<file path="config.mk">
export PLATFORM = sky130hd
export DESIGN_NAME = ex_result_stage
export DESIGN_NICKNAME = d
export VERILOG_FILES = /design/src/rtl/ex_result_stage.sv
export SDC_FILE = /design/constraint.sdc
export NUM_CORES = 1
export LEC_CHECK = 0
export CAP_MARGIN = 20
export CORE_MARGIN = 4
export CORE_UTILIZATION = 45
export CTS_BUF_LIST = sky130_fd_sc_hd__clkbuf_16
export DETAILED_ROUTE_END_ITERATION = 10
export GPL_ROUTABILITY_DRIVEN = 0
export PLACE_DENSITY_LB_ADDON = 0.12
export SLEW_MARGIN = 10
export SYNTH_ARGS = -nofsm -noshare
export SYNTH_HDL_FRONTEND = slang
export SYNTH_SLANG_ARGS = --single-unit
</file>
<file path="constraint.sdc">
create_clock -name clk -period 1.9 [get_ports clk]
set_input_delay 0.19 -clock clk [delete_from_list [all_inputs] [get_ports clk]]
set_output_delay 0.19 -clock clk [all_outputs]
set_load 0.05 [all_outputs]
</file>
<file path="src/rtl/ex_result_stage.sv">
// ex_result_stage
//   Execute-stage output register downstream of the ALU/shifter. It is a
//   valid/ready stage with a 2-entry skid buffer (head + skid), so an upstream
//   stall never drops a result. It also owns the architectural Z/V/N flags,
//   which are updated in program order as results are accepted.
//
// Ports
//   clk, rst                 clock; synchronous active-high reset
//   flush                    discard all buffered results (branch mispredict)
//   in_valid/in_ready        upstream handshake
//   in_result/in_dst/in_wr_en/in_op/in_ovfl  incoming result and attributes
//   out_valid/out_ready      downstream handshake
//   out_result/out_dst/out_wr_en  head entry
//   flag_z/flag_v/flag_n     architectural flags
//   stall_cnt                (only with EX_RESULT_STALL_CNT_EN) saturating
//                            count of cycles with out_valid & !out_ready
//
// Optional feature macro: EX_RESULT_STALL_CNT_EN
module ex_result_stage #(
  parameter int unsigned DATA_W = 16,
  parameter int unsigned REG_W  = 4
) (
  input  logic              clk,
  input  logic              rst,
  input  logic              flush,
  input  logic              in_valid,
  output logic              in_ready,
  input  logic [DATA_W-1:0] in_result,
  input  logic [REG_W-1:0]  in_dst,
  input  logic              in_wr_en,
  input  logic [3:0]        in_op,
  input  logic              in_ovfl,
  output logic              out_valid,
  input  logic              out_ready,
  output logic [DATA_W-1:0] out_result,
  output logic [REG_W-1:0]  out_dst,
  output logic              out_wr_en,
  output logic              flag_z,
  output logic              flag_v,
  output logic              flag_n
`ifdef EX_RESULT_STALL_CNT_EN
  ,
  output logic [15:0]       stall_cnt
`endif
);

  typedef enum logic [1:0] {
    S_EMPTY = 2'd0,
    S_ONE   = 2'd1,
    S_TWO   = 2'd2
  } state_t;

  typedef struct packed {
    logic [DATA_W-1:0] result;
    logic [REG_W-1:0]  dst;
    logic              wr_en;
  } entry_t;

  state_t state_q, state_d;
  entry_t head_q, head_d;
  entry_t skid_q, skid_d;
  entry_t in_entry;
  logic   z_q, z_d, v_q, v_d, n_q, n_d;
  logic   in_fire, out_fire;

  assign in_ready  = (state_q != S_TWO);
  assign out_valid = (state_q != S_EMPTY);
  assign in_fire   = in_valid & in_ready;
  assign out_fire  = out_valid & out_ready;
  assign in_entry  = '{result: in_result, dst: in_dst, wr_en: in_wr_en};

  always_comb begin
    state_d = state_q;
    head_d  = head_q;
    skid_d  = skid_q;
    z_d     = z_q;
    v_d     = v_q;
    n_d     = n_q;

    unique case (state_q)
      S_EMPTY: begin
        if (in_fire) begin
          head_d  = in_entry;
          state_d = S_ONE;
        end
      end
      S_ONE: begin
        if (in_fire && out_fire) begin
          head_d = in_entry;
        end else if (in_fire) begin
          skid_d  = in_entry;
          state_d = S_TWO;
        end else if (out_fire) begin
          state_d = S_EMPTY;
        end
      end
      S_TWO: begin
        if (out_fire) begin
          head_d  = skid_q;
          state_d = S_ONE;
        end
      end
      default: state_d = S_EMPTY;
    endcase

    // Flags follow the accepted instruction; a flushed one never touches them.
    if (in_fire && !flush) begin
      if (in_op[3:1] == 3'b000) begin
        z_d = (in_result == '0);
        n_d = in_result[DATA_W-1];
        v_d = in_ovfl;
      end else if (!in_op[3]) begin
        z_d = (in_result == '0);
      end
    end

    if (flush) begin
      state_d = S_EMPTY;
    end
  end

  always_ff @(posedge clk) begin
    if (rst) begin
      state_q <= S_EMPTY;
      head_q  <= '0;
      skid_q  <= '0;
      z_q     <= 1'b0;
      v_q     <= 1'b0;
      n_q     <= 1'b0;
    end else begin
      state_q <= state_d;
      head_q  <= head_d;
      skid_q  <= skid_d;
      z_q     <= z_d;
      v_q     <= v_d;
      n_q     <= n_d;
    end
  end

  assign out_result = head_q.result;
  assign out_dst    = head_q.dst;
  assign out_wr_en  = head_q.wr_en;
  assign flag_z     = z_q;
  assign flag_v     = v_q;
  assign flag_n     = n_q;

`ifdef EX_RESULT_STALL_CNT_EN
  logic [15:0] stall_cnt_q;

  always_ff @(posedge clk) begin
    if (rst) begin
      stall_cnt_q <= '0;
    end else if (out_valid && !out_ready && (stall_cnt_q != '1)) begin
      stall_cnt_q <= stall_cnt_q + 16'd1;
    end
  end

  assign stall_cnt = stall_cnt_q;
`endif

endmodule

</file>
* Word-level counts from Yosys, hierarchy flattened
Cells that the tools add are included.
** Operators by class
- Bitwise operators :: 3
- Equal/unequal tests :: 9
- Reductions and logical operators :: 14
- Muxes and demuxes :: 12
** Operator list (count)
- two-way mux 21 bit :: 3
- case mux 21 bit (3 select lines) :: 1
- logical NOT 16 bit :: 1
- two-way mux 2 bit :: 5
- inequality test 2 bit (second input constant) :: 5
- AND reduction 4 bit :: 2
- case mux 2 bit (3 select lines) :: 1
- AND reduction 2 bit :: 2
- logical NOT 3 bit :: 1
- inequality test 3 bit (second input constant) :: 1
- AND reduction 3 bit :: 1
- nonzero test 3 bit :: 1
- bitwise AND 1 bit :: 2
- equality test 2 x 1 -> 1 bit (second input constant) :: 1
- equality test 2 bit (second input constant) :: 1
- logical AND 1 bit :: 2
- logical NOT 2 bit :: 1
- two-way mux 1 bit :: 2
- inequality test 2 x 1 -> 1 bit (second input constant) :: 1
- nonzero test 2 bit :: 1
- OR reduction 2 bit :: 1
- logical NOT 1 bit :: 1
- NOT 1 bit :: 1
** Storage, ports and cells
- Register bits after elaboration :: 47
- Bits of input ports :: 31

* Logic depth before layout (Yosys ltp)
Gate-level depths: netlist of the first run.
- Depth in word-level cells :: 6
- Mapped depth :: 5
- Mapped depth without buffers :: 3

* Least setup slack after synthesis of the first run
Ideal clock, no wire load.
- Path type :: flip-flop to flip-flop
- From :: register state_q[1]
- To :: register head_q (netlist bit out_dst[0])
- Period minus slack after synthesis :: 1.354 ns
- Library setup time :: 0.145 ns
- Stages on the path, launching flop included :: 5
- Data required time :: 1.755 ns
- Arrival :: 1.210 ns
- Path slack :: 0.546 ns
- Cells stage by stage :: dfxtp_1 -> mux2_4 -> buf_2 -> a211oi_1 -> a211oi_2
** Between the ends
- Longest elaborated chain between the ends :: 5
- Elaborated cells between the ends (all ways) :: 14
** RTL lines
- start, declared :: RTL line 59 : state_t state_q, state_d;
- start signal, assigned :: RTL line 131 : state_q <= state_d;
- inequality test 2 bit or nonzero test 2 bit (tied branches) :: RTL line 66, 67
- bitwise AND 1 bit, on equally long branches :: RTL line 68, 69
- logical AND 1 bit :: RTL line 88 : if (in_fire && out_fire) begin
- inequality test 2 bit (no source line)
- AND reduction 4 bit (no source line)
- end signal, assigned :: RTL line 125 : head_q <= '0;
- end signal, assigned :: RTL line 132 : head_q <= head_d;
- end, declared :: RTL line 60 : entry_t head_q, head_d;
Parallel ways exist; a longest one is shown, timed or not.
A chain may end at the register's enable or synchronous reset.

* Worst setup path after layout of the first run
- From :: register z_q, in the netlist flag_z
- To :: output flag_z
** RTL lines
- start, declared :: RTL line 63 : logic z_q, z_d, v_q, v_d, n_q, n_d;
- start signal, assigned :: RTL line 134 : z_q <= z_d;
- end, declared :: RTL line 38 : output logic flag_z,
No word-level cell between the ends.

==> results list, run 1 <==
- Result of the run: complete, no violations
- Post-detailed-route via-to-cell ratio: 5.27
* Crit path capture type: primary output
* Total DRC errors in the routed layout: 0
- Cell type with the highest aggregate area in the netlist: dfxtp_1
* Ratio of total power to cell area: 811 nW/um^2
- Max-cap violations in this run came to 0.
- Wire length per cell after detailed routing: 15.1 um
* Number of antenna cells inserted: 0
- Portion of the clock cycle consumed by the worst path in the final layout: 0.855
- Antenna-violating nets left: 0
* Sinks on the clock net: 47
- Post-synthesis mux area share: 0.112
* Global-route wire length before repair: 8820 um
- Effective utilization at floorplan: 0.463
- Number of nets in the layout: 316
- In this run the tightest slew margin relative to its limit is 0.602.
- Synth cell count leaders: dfxtp_1, nand2_1, a211oi_1, mux2i_1, a21oi_1
* Slew Viols, Final: 0
- Unrepaired setup endpoints after global routing: false
* Layout Area Growth over Synthesis: 35.2%
- Drt pass-1 iters: 4
- Final Routed Wirelength: 5320 um
- For the worst setup path, the data required time is 1710 ps.
* Post-CTS setup repair buffer count: 0
- Yosys mapped a number of flops with a built-in enable equal to 0.
* Clock network latency to the later pin of the worst-skew pair: 280 ps
- Of the total synthesized cell area, the portion taken by XOR and XNOR cells is 0.
- Total number of vias: 1,862
- Across every metal layer, demand over resource in global routing totals 0.182.
- For this run, the top clock speed supported by timing is 616 MHz.
- The worst hold path belongs to the class in2reg.
- Antenna violations before repair: 0
- Port bufs: 55
- Post-layout min period: 1620 ps
* Hold Fails Final Rpt: 0
- Cell types occupying the most area after synthesis: dfxtp_1, a211oi_2, mux2i_1
- Number of nets produced by synthesis: 259
* Resize count post-CTS: 0
- After detailed routing, the wire length on met1 is 2490 um.
- Number of global-route vias before repair: 1,785
- Crit-path max cell delay: 810 ps
- Area of the mapped netlist: 2180 sq um
- Proportion of synthesized chip area in sequential cells: 0.431
- 57 I/O pins were placed.
- FP Rows: 25
* Largest net degree at the start of global routing: 29
- Clock-pin slew was measured on the worst setup and hold paths at 60 ps.
- The average instance in the mapped netlist occupies 9.58 sq um.
- The cell count after synthesis came out at 228.
* Most instantiated flip-flop cell in the synthesis netlist: dfxtp_1
* Cell family with most CP delay: buffers and inverters
* Post-synthesis compound-gate area fraction: 0.260
- Max Used Layer: met4
- After synthesis, the share of flip-flops with an asynchronous set or reset is 0.
* Count of hold-fix buffers inserted at cts: 0
* Iter 0 DRT Violations: 99
- Count of state elements after synthesis: 47
- In this run the worst path has a maximum fanout of 2.
* Number of buffers between clock root and the deepest sink: 2
* Crit path max-delay cell type: clkdlybuf4s50_1
- The die is 77.7 um wide.
- The finished layout holds 353 standard cells, fillers aside.
- Traced cell by cell, the critical path runs through clkdlybuf4s50_1.
* Layout Skew: 3.66 ps
* Share of final-layout standard cells stronger than drive strength 1: 0.161
* Area share of the leading cell type in the synthesized netlist: 0.431
* GR Overflow Total: 0
* Startpoint type of the worst setup path: register
- Most frequently used cell type in the post-synthesis netlist: dfxtp_1
- Floorplan core area: 4720 sq um
- Yosys printed 0 warnings.
- The floorplan step defined a die boundary enclosing 6030 sq um.
- IR analysis of the VDD net gives a maximum drop of 459 uV.
- For the final routed database, the setup TNS stands at 0 ps.
* Fraction of the mapped netlist area in simple logic gates: 0.140
- Die Ht: 77.7 um
* TritonCTS clock tree: built
* Worst path bufs/invs: 1
* Met2 wire length: 2570 um
- The critical path is of the reg2out type.
- Post-DP HPWL: 3780 um
* CTS Buf Count: 5
* Final Setup Violations: 0
- Arithmetic-cell share of the synthesized area counting full adders, half adders and majority gates: 0
* Number of fillers in the final layout: 436
- For the pin with the worst max-slew slack, the measured transition is 598 ps.
- Number of levels the H-tree was split into: 2
- Synthesis instantiated 29 different standard cells from the library.
- The root buffer cell chosen for the clock tree is clkbuf_16.
* Dominant combinational cell family by area after synthesis: compound AO/OA/AOI/OAI gates
* Metal3 WL: 201 um
- Number of placed instances, taps included: 345
- For this design the static power due to leakage is 1.15 nW.
- Data arrives at the worst endpoint at 1430 ps.
==> layout by cell type, fill, tap and decap left out, types with 2 or more instances in the layout <==
master           instances
a211oi_1                23
a211oi_2                20
a21o_1                   2
a21oi_1                 21
buf_4                   16
clkbuf_16                5
clkdlybuf4s50_1         52
clkinv_1                 2
dfxtp_1                 47
inv_1                    2
mux2i_1                 23
nand2_1                 45
nand2b_1                 5
nand3_1                  2
nor2_1                   3
nor3_1                   2
nor4_1                   3
==> cell type report <==
| class | count | area (sq um) | share of cell area |
|---|---|---|---|
| multi-input cells | 159 | 1120 | 0.379 |
| flip-flops and latches | 47 | 941 | 0.319 |
| repair buffers | 70 | 666 | 0.225 |
| clock buffers | 5 | 125 | 0.0424 |
| well taps | 67 | 83.8 | 0.0284 |
| clock inverters | 3 | 11.3 | 0.00381 |
| inverters | 2 | 7.51 | 0.00254 |
==> routing by layer <==
metal	GRT usage	vias to the layer above
li1	-	945
met1	0.239	879
met2	0.295	33
met3	0.0441	5
met4	0.0534	0
met5	0	-
==> worst paths after layout <==
kind,startpoint,to,slack (ps),depth (start not counted)
max reg2reg,state_q[1],out_result[8],450,4
max,flag_z,flag_z,280,1
min,rst,skid_q[11],420,2
min reg2reg,skid_q[15],skid_q[15],450,2
==> sequential cells by signal, summed over array words and instances (netlist names) <==
signal / flops
out_dst: 4
flag_v: 1
flag_n: 1
skid_q: 21
state_q: 2
flag_z: 1
out_result: 16
out_wr_en: 1
==> logic make-up after synthesis <==
logic type | count (synthesis)
AO/OA/AOI/OAI | 69
buffers and inverters | 22
flip-flops | 47
multiplexers | 24
AND/OR/NAND/NOR | 66
==> where the power goes <==
group,internal [mW],leakage [nW],total (mW),switching (mW)
combinational,0.209,0.698,0.518,0.309
sequential,1.04,0.385,1.06,0.0281
clock,0.473,0.0701,0.814,0.340
==> per-stage QoR <==
step	setup WS (ps)	hold slack (ps)	utilization	instance area, sq um	power, mW
after global routing	214	453	0.625	2950	2.50
after floorplan	546	267	-	2180	1.41
after CTS	261	417	0.625	2950	2.42
final	276	422	0.625	2950	2.40
after detailed placement	183	447	0.597	2820	1.61
after global placement	201	441	0.597	2820	1.60
No activity file was read; power rests on OpenSTA's default activity.
==> run 2: changes to the inputs <==
- CORE_UTILIZATION: 45 -> 35
==> run 2 against run 1 <==
Via count is 0.59% higher. Setup slack got worse by 24 ps. Sequential share of layout area fell by 0.84 points. Non-clock buffer count unchanged. Die area grew 25%. Cell count increased by 2.3%. Worst hold slack worse by 160 ps. Critical endpoint is now out_result[15].
==> results list, run 2 (synthesis results as in run 1) <==
* Instance count on the critical path: 1
- Floorplan core area: 5990 sq um
* Largest net degree at the start of global routing: 27
- Ratio of total power to cell area: 849 nW/um^2
- Die X-Extent: 87.0 um
* Result of the run: complete, no violations
* Worst setup path startpoint: out_result[15]
- Worst-path maximum fanout: 2
- The number of hold violations in the final report came to 0.
- Number of antenna cells inserted: 0
- Iter 0 DRT Violations: 46
- The placed instances occupy a cell area of 2870 sq um.
* Classification of the worst setup path: reg2out
* Crit-path max cell delay: 820 ps
- The die is 87.0 um tall.
- Based on the critical path, the design can be clocked at up to 607 MHz.
- Final cell utilization of the core: 0.506
- The number of clock buffers added by TritonCTS is 5.
* Register-to-Register Setup Slack: 370 ps
* Layout Skew: 3.46 ps
- After clock tree synthesis, the flow added hold-fix buffers numbering 0.
- Reg2Reg Depth: 4
* Number of nets in the layout: 316
- Buffer type at the clock tree root: clkbuf_16
- Max-cap violations in this run came to 0.
* Number of global-route vias before repair: 1,890
- Wire length per cell after detailed routing: 15.4 um
- Antenna-violating nets left: 0
- Final Setup Violations: 0
- Number of fillers in the final layout: 583
- Across the VDD grid, the largest voltage drop is 482 uV.
* Most frequent standard cell in the layout excluding fill and tap cells: clkdlybuf4s50_1
* Post-detailed-route via-to-cell ratio: 5.19
- Together, buffers and inverters on the worst path number 1.
- Crit path max-delay cell type: clkdlybuf4s50_1
* GR Overflow Total: 0
- Summed over all failing endpoints, the final setup total negative slack is 0 ps.
* Worst Tran Pin Value: 508 ps
* Startpoint of the most critical register-to-register path: state_q[1]
* Data required time at the worst endpoint: 1710 ps
* Top library cells by usage in the layout, fill and taps aside: clkdlybuf4s50_1, dfxtp_1, nand2_1
* Total number of vias: 1,873
* Total DRC errors in the routed layout: 0
- The number of antenna violations at the first check in global routing came to 0.
* Post-layout min period: 1650 ps
- The first global-routing pass estimated 9200 um of wire.
* Largest register by flop count: skid_q
- Startpoint type of the worst setup path: register
- Worst reg2reg endpoint: out_result[1]
* FP Rows: 28
- Port bufs: 55
- Crit path cell chain: clkdlybuf4s50_1
* Share of final-layout standard cells stronger than drive strength 1: 0.164
- Effective utilization at floorplan: 0.365
* Post-DP HPWL: 3860 um
- Total Die Area: 7570 sq um
- Layout Area Growth over Synthesis: 38.9%
* Crit path capture type: primary output
- Number of levels the H-tree was split into: 2
* TritonCTS clock tree: built
- Setup repair after global routing left no endpoint under its margin.
* Drt pass-1 iters: 4
- After clock tree synthesis, the clock-pin slew on the worst setup and hold paths is 60 ps.
- Flip-flop count of the largest register after layout: 21
* Sinks on the clock net: 47
* Post-CTS setup repair buffer count: 0
* Final Instance Count excl. Fillers: 361
- Gates resized during post-CTS repair numbered 0.
- For this run, the total global-route usage over all layers was measured as 0.156.
- Wires add up to 5550 um.
* Arrival time of data at the critical path endpoint: 1460 ps
- Dividing the final minimum period by the clock period gives 0.867.
* Total non-filler cell area in the finished layout: 3030 sq um
- Hold Crit Class: in2reg
- Number of buffers between clock root and the deepest sink: 2
- Summed over all cells, the static leakage comes to 1.19 nW.
* Worst slew margin relative to its limit: 0.660
- 57 I/O pins were placed.
* Worst setup path endpoint: out_result[15]
* Clock network latency to the later pin of the worst-skew pair: 280 ps
- On the critical path the largest part of the delay comes from buffers and inverters.
* Slew Viols, Final: 0
- Counting tap cells, the placed design contains a total of 353 instances.
[run 2: changes by cell type in the layout (fill, tap and decap cells not counted)]
cell / before / now
buf_4: 16 / 12
clkinv_1: 2 / 1
dlymetal6s2s_1: 0 / 1
inv_1: 2 / 1
clkinv_2: 0 / 1
buf_12: 1 / 4
bufinv_16: 0 / 1
[run 2: per-stage QoR]
stage                     worst slack, ps  power [mW]  hold WS (ps)
after CTS                            37.7        2.61           265
after global placement                138        1.62           441
final                                 252        2.58           264
after detailed placement              115        1.62           446
after global routing                  198        2.69           268
after floorplan                       546        1.41           267
[run 2: metal layers]
metal	up-vias	part of all wire	GRT usage
met4	0	0.0092	0.0467
met3	4	0.047	0.0388
met5	-	0	0
met1	884	0.49	0.205
li1	944	-	-
met2	41	0.46	0.251
[run 2: cell type report]
| cell class | count | area [sq um] | share of cell area |
|---|---|---|---|
| flip-flops and latches | 47 | 941 | 0.310 |
| repair buffers | 70 | 708 | 0.233 |
| inverters | 2 | 7.51 | 0.00247 |
| well taps | 75 | 93.8 | 0.0309 |
| clock buffers | 5 | 125 | 0.0412 |
| multi-input cells | 159 | 1120 | 0.369 |
| clock inverters | 3 | 38.8 | 0.0128 |
[run 2: worst min-delay path by stage]
stage,from,to,cells past startpoint
detailed placement,skid_q[19],skid_q[19],2
global placement,skid_q[20],skid_q[20],2
global route,rst,skid_q[9],2
floorplan,flush,state_q[1],1
finish,rst,out_result[10],2
CTS,rst,skid_q[9],2
[run 2: power breakdown]
part / leakage [nW] / internal, mW / switching [mW]
Combinational: 0.729 / 0.219 / 0.313
Clock: 0.0812 / 0.614 / 0.368
Sequential: 0.385 / 1.03 / 0.0283
Total: 1.19 / 1.87 / 0.709
==> run 3: changes to the inputs <==
- CORE_ASPECT_RATIO: unset -> 1.5
- CTS_CLUSTER_DIAMETER: unset -> 30
==> run 3 against run 2 <==
Sequential power is essentially flat. Sequential share of layout area increased by 0.40 points. Clock power fell by 17%. Worst hold slack gained 74 ps. Non-clock buffer count increased by 3. Count of clock-buffer cells in the layout unchanged. Global-route usage decreased by 0.056 points. Critical path depth did not move. Sequential cell count stayed put. Register-to-register slack barely moved. Largest cell class unchanged. Largest power group unchanged.
==> results list, run 3 (synthesis results as in run 1) <==
- CTS Buf Count: 5
- Post-detailed-route via-to-cell ratio: 5.18
- Final critical-path setup slack: 251 ps
- In this run the number of H-tree levels came out at 2.
- Top library cells by usage in the layout, fill and taps aside: clkdlybuf4s50_1, dfxtp_1, nand2_1
- Clock tree synthesis found a total of 47 sinks.
- Result of the run: complete, no violations
- The region available for standard cell placement spans 6090 sq um.
- Number of global-route vias before repair: 1,856
- Die X-Extent: 72.5 um
- Iter 0 DRT Violations: 107
- Cell family with most CP delay: buffers and inverters
* GR Overflow Total: 0
- Maximum resistive drop on vdd: 623 uV
- The sequential cells in the finished layout cover a total of 941 sq um.
- At the pin with the least slew margin, the transition time is 506 ps.
- Wire length per cell after detailed routing: 15.9 um
- Buffers placed on the I/O ports in this run total 55.
- FP Rows: 35
* Final cell utilization of the core: 0.492
* Maximum operating frequency: 606 MHz
- Compared with the post-synthesis result, the final layout area differs by 37.1%.
- Summed negative setup slack over all endpoints: 0 ps
- The first global-routing pass estimated 9330 um of wire.
- Tot GR Track Use: 0.155
* Final Routed Wirelength: 5750 um
- Across the routed clock network, the largest skew measured is 4.57 ps.
- Worst-path maximum fanout: 2
- Total DRC errors in the routed layout: 0
* Portion of the clock cycle consumed by the worst path in the final layout: 0.868
* Buffer type at the clock tree root: clkbuf_16
* Flip-flop count of the largest register after layout: 21
- Total Die Area: 7600 sq um
- At the worst endpoint, the required time is 1710 ps.
- The critical path in this run is classified as reg2out.
- Final Setup Violations: 0
* Effective utilization at floorplan: 0.359
- Number of nets in the layout: 319
* Post-CTS setup repair buffer count: 0
* Multi-input combinational cell area: 1120 sq um
- Count of hold-fix buffers inserted at cts: 0
- Hold Crit Class: in2reg
- The routed design could run at a clock period as short as 1650 ps.
* Number of buffers between clock root and the deepest sink: 2
- The critical path goes through clkdlybuf4s50_1.
- The wire-length estimate of the detail-placed layout is 4140 um.
- The filler cells instantiated in the layout total 613.
- Entering global routing, the biggest net connects 23 pins.
* Antenna-violating nets left: 0
- Together, buffers and inverters on the worst path number 1.
- In this design, the stage delay of the slowest critical-path cell is 820 ps.
- STA classifies the critical path startpoint as a register.
- Ratio of total power to cell area: 804 nW/um^2
* TritonCTS clock tree: built
* Register-to-Register Setup Slack: 370 ps
* Total number of vias: 1,874
- Antenna violations before repair: 0
- STA classifies the critical path endpoint as a primary output.
- Post-placement worst setup slack: 191 ps
- The completed layout was analyzed and its total power is 2.41 mW.
- Arrival time of data at the critical path endpoint: 1460 ps
- Most frequent standard cell in the layout excluding fill and tap cells: clkdlybuf4s50_1
- Count of maximum capacitance violations: 0
- The number of gates resized after CTS was 0.
* Drt pass-1 iters: 4
- Die Ht: 105 um
- In the final layout, the share of cells above drive strength 1 is 0.174.
- Setup repair after global routing left no endpoint under its margin.
- The clock reaches the later pin of the worst-skew pair after 280 ps.
* Worst-path clk slew: 60 ps
* Static power due to leakage: 1.17 nW
* Largest register by flop count: skid_q
- Crit path max-delay cell type: clkdlybuf4s50_1
- The final number of max-transition violations came to 0.
* Number of antenna cells inserted: 0
* Hold Fails Final Rpt: 0
- Worst slew margin relative to its limit: 0.662
- 57 I/O pins were placed.
[run 3: cell count changes in the layout (fill, tap and decap cells not counted), sizes merged]
cell | previous run | this run
dlymetal6s2s | 1 | 0
bufinv | 1 | 0
buf | 17 | 21
[run 3: metal layers]
layer | GRT usage | wire length [um] | up-vias
li1 | - | - | 946
met1 | 0.192 | 2480 | 887
met2 | 0.263 | 2940 | 35
met3 | 0.0366 | 249 | 6
met4 | 0.0475 | 84 | 0
met5 | 0 | 0 | -
[run 3: cell type report]
class / count / share of cell area
sequential: 47 / 0.314
inverter: 2 / 0.00251
clock inverter: 2 / 0.00292
multi-input combinational: 159 / 0.374
clock buffer: 5 / 0.0418
timing repair buffer: 73 / 0.234
tap: 74 / 0.0309
[run 3: worst paths after layout]
kind	from	end	depth (start not counted)
max	out_result[9]	out_result[9]	1
min	rst	skid_q[16]	2
max reg2reg	state_q[1]	out_result[12]	4
min reg2reg	skid_q[16]	skid_q[16]	2
[run 3: stage by stage]
stage                     cells  hold slack (ps)  area, sq um
after floorplan             228              267         2180
after global placement      355              441         2860
after detailed placement    355              446         2860
after CTS                   362              335         3000
after global routing        362              353         3000
final                       362              338         3000
[run 3: power by group]
part           internal, mW  switching [mW]  leakage (nW)
combinational         0.218           0.316         0.717
clock                 0.473           0.338        0.0671
sequential             1.04          0.0283         0.385
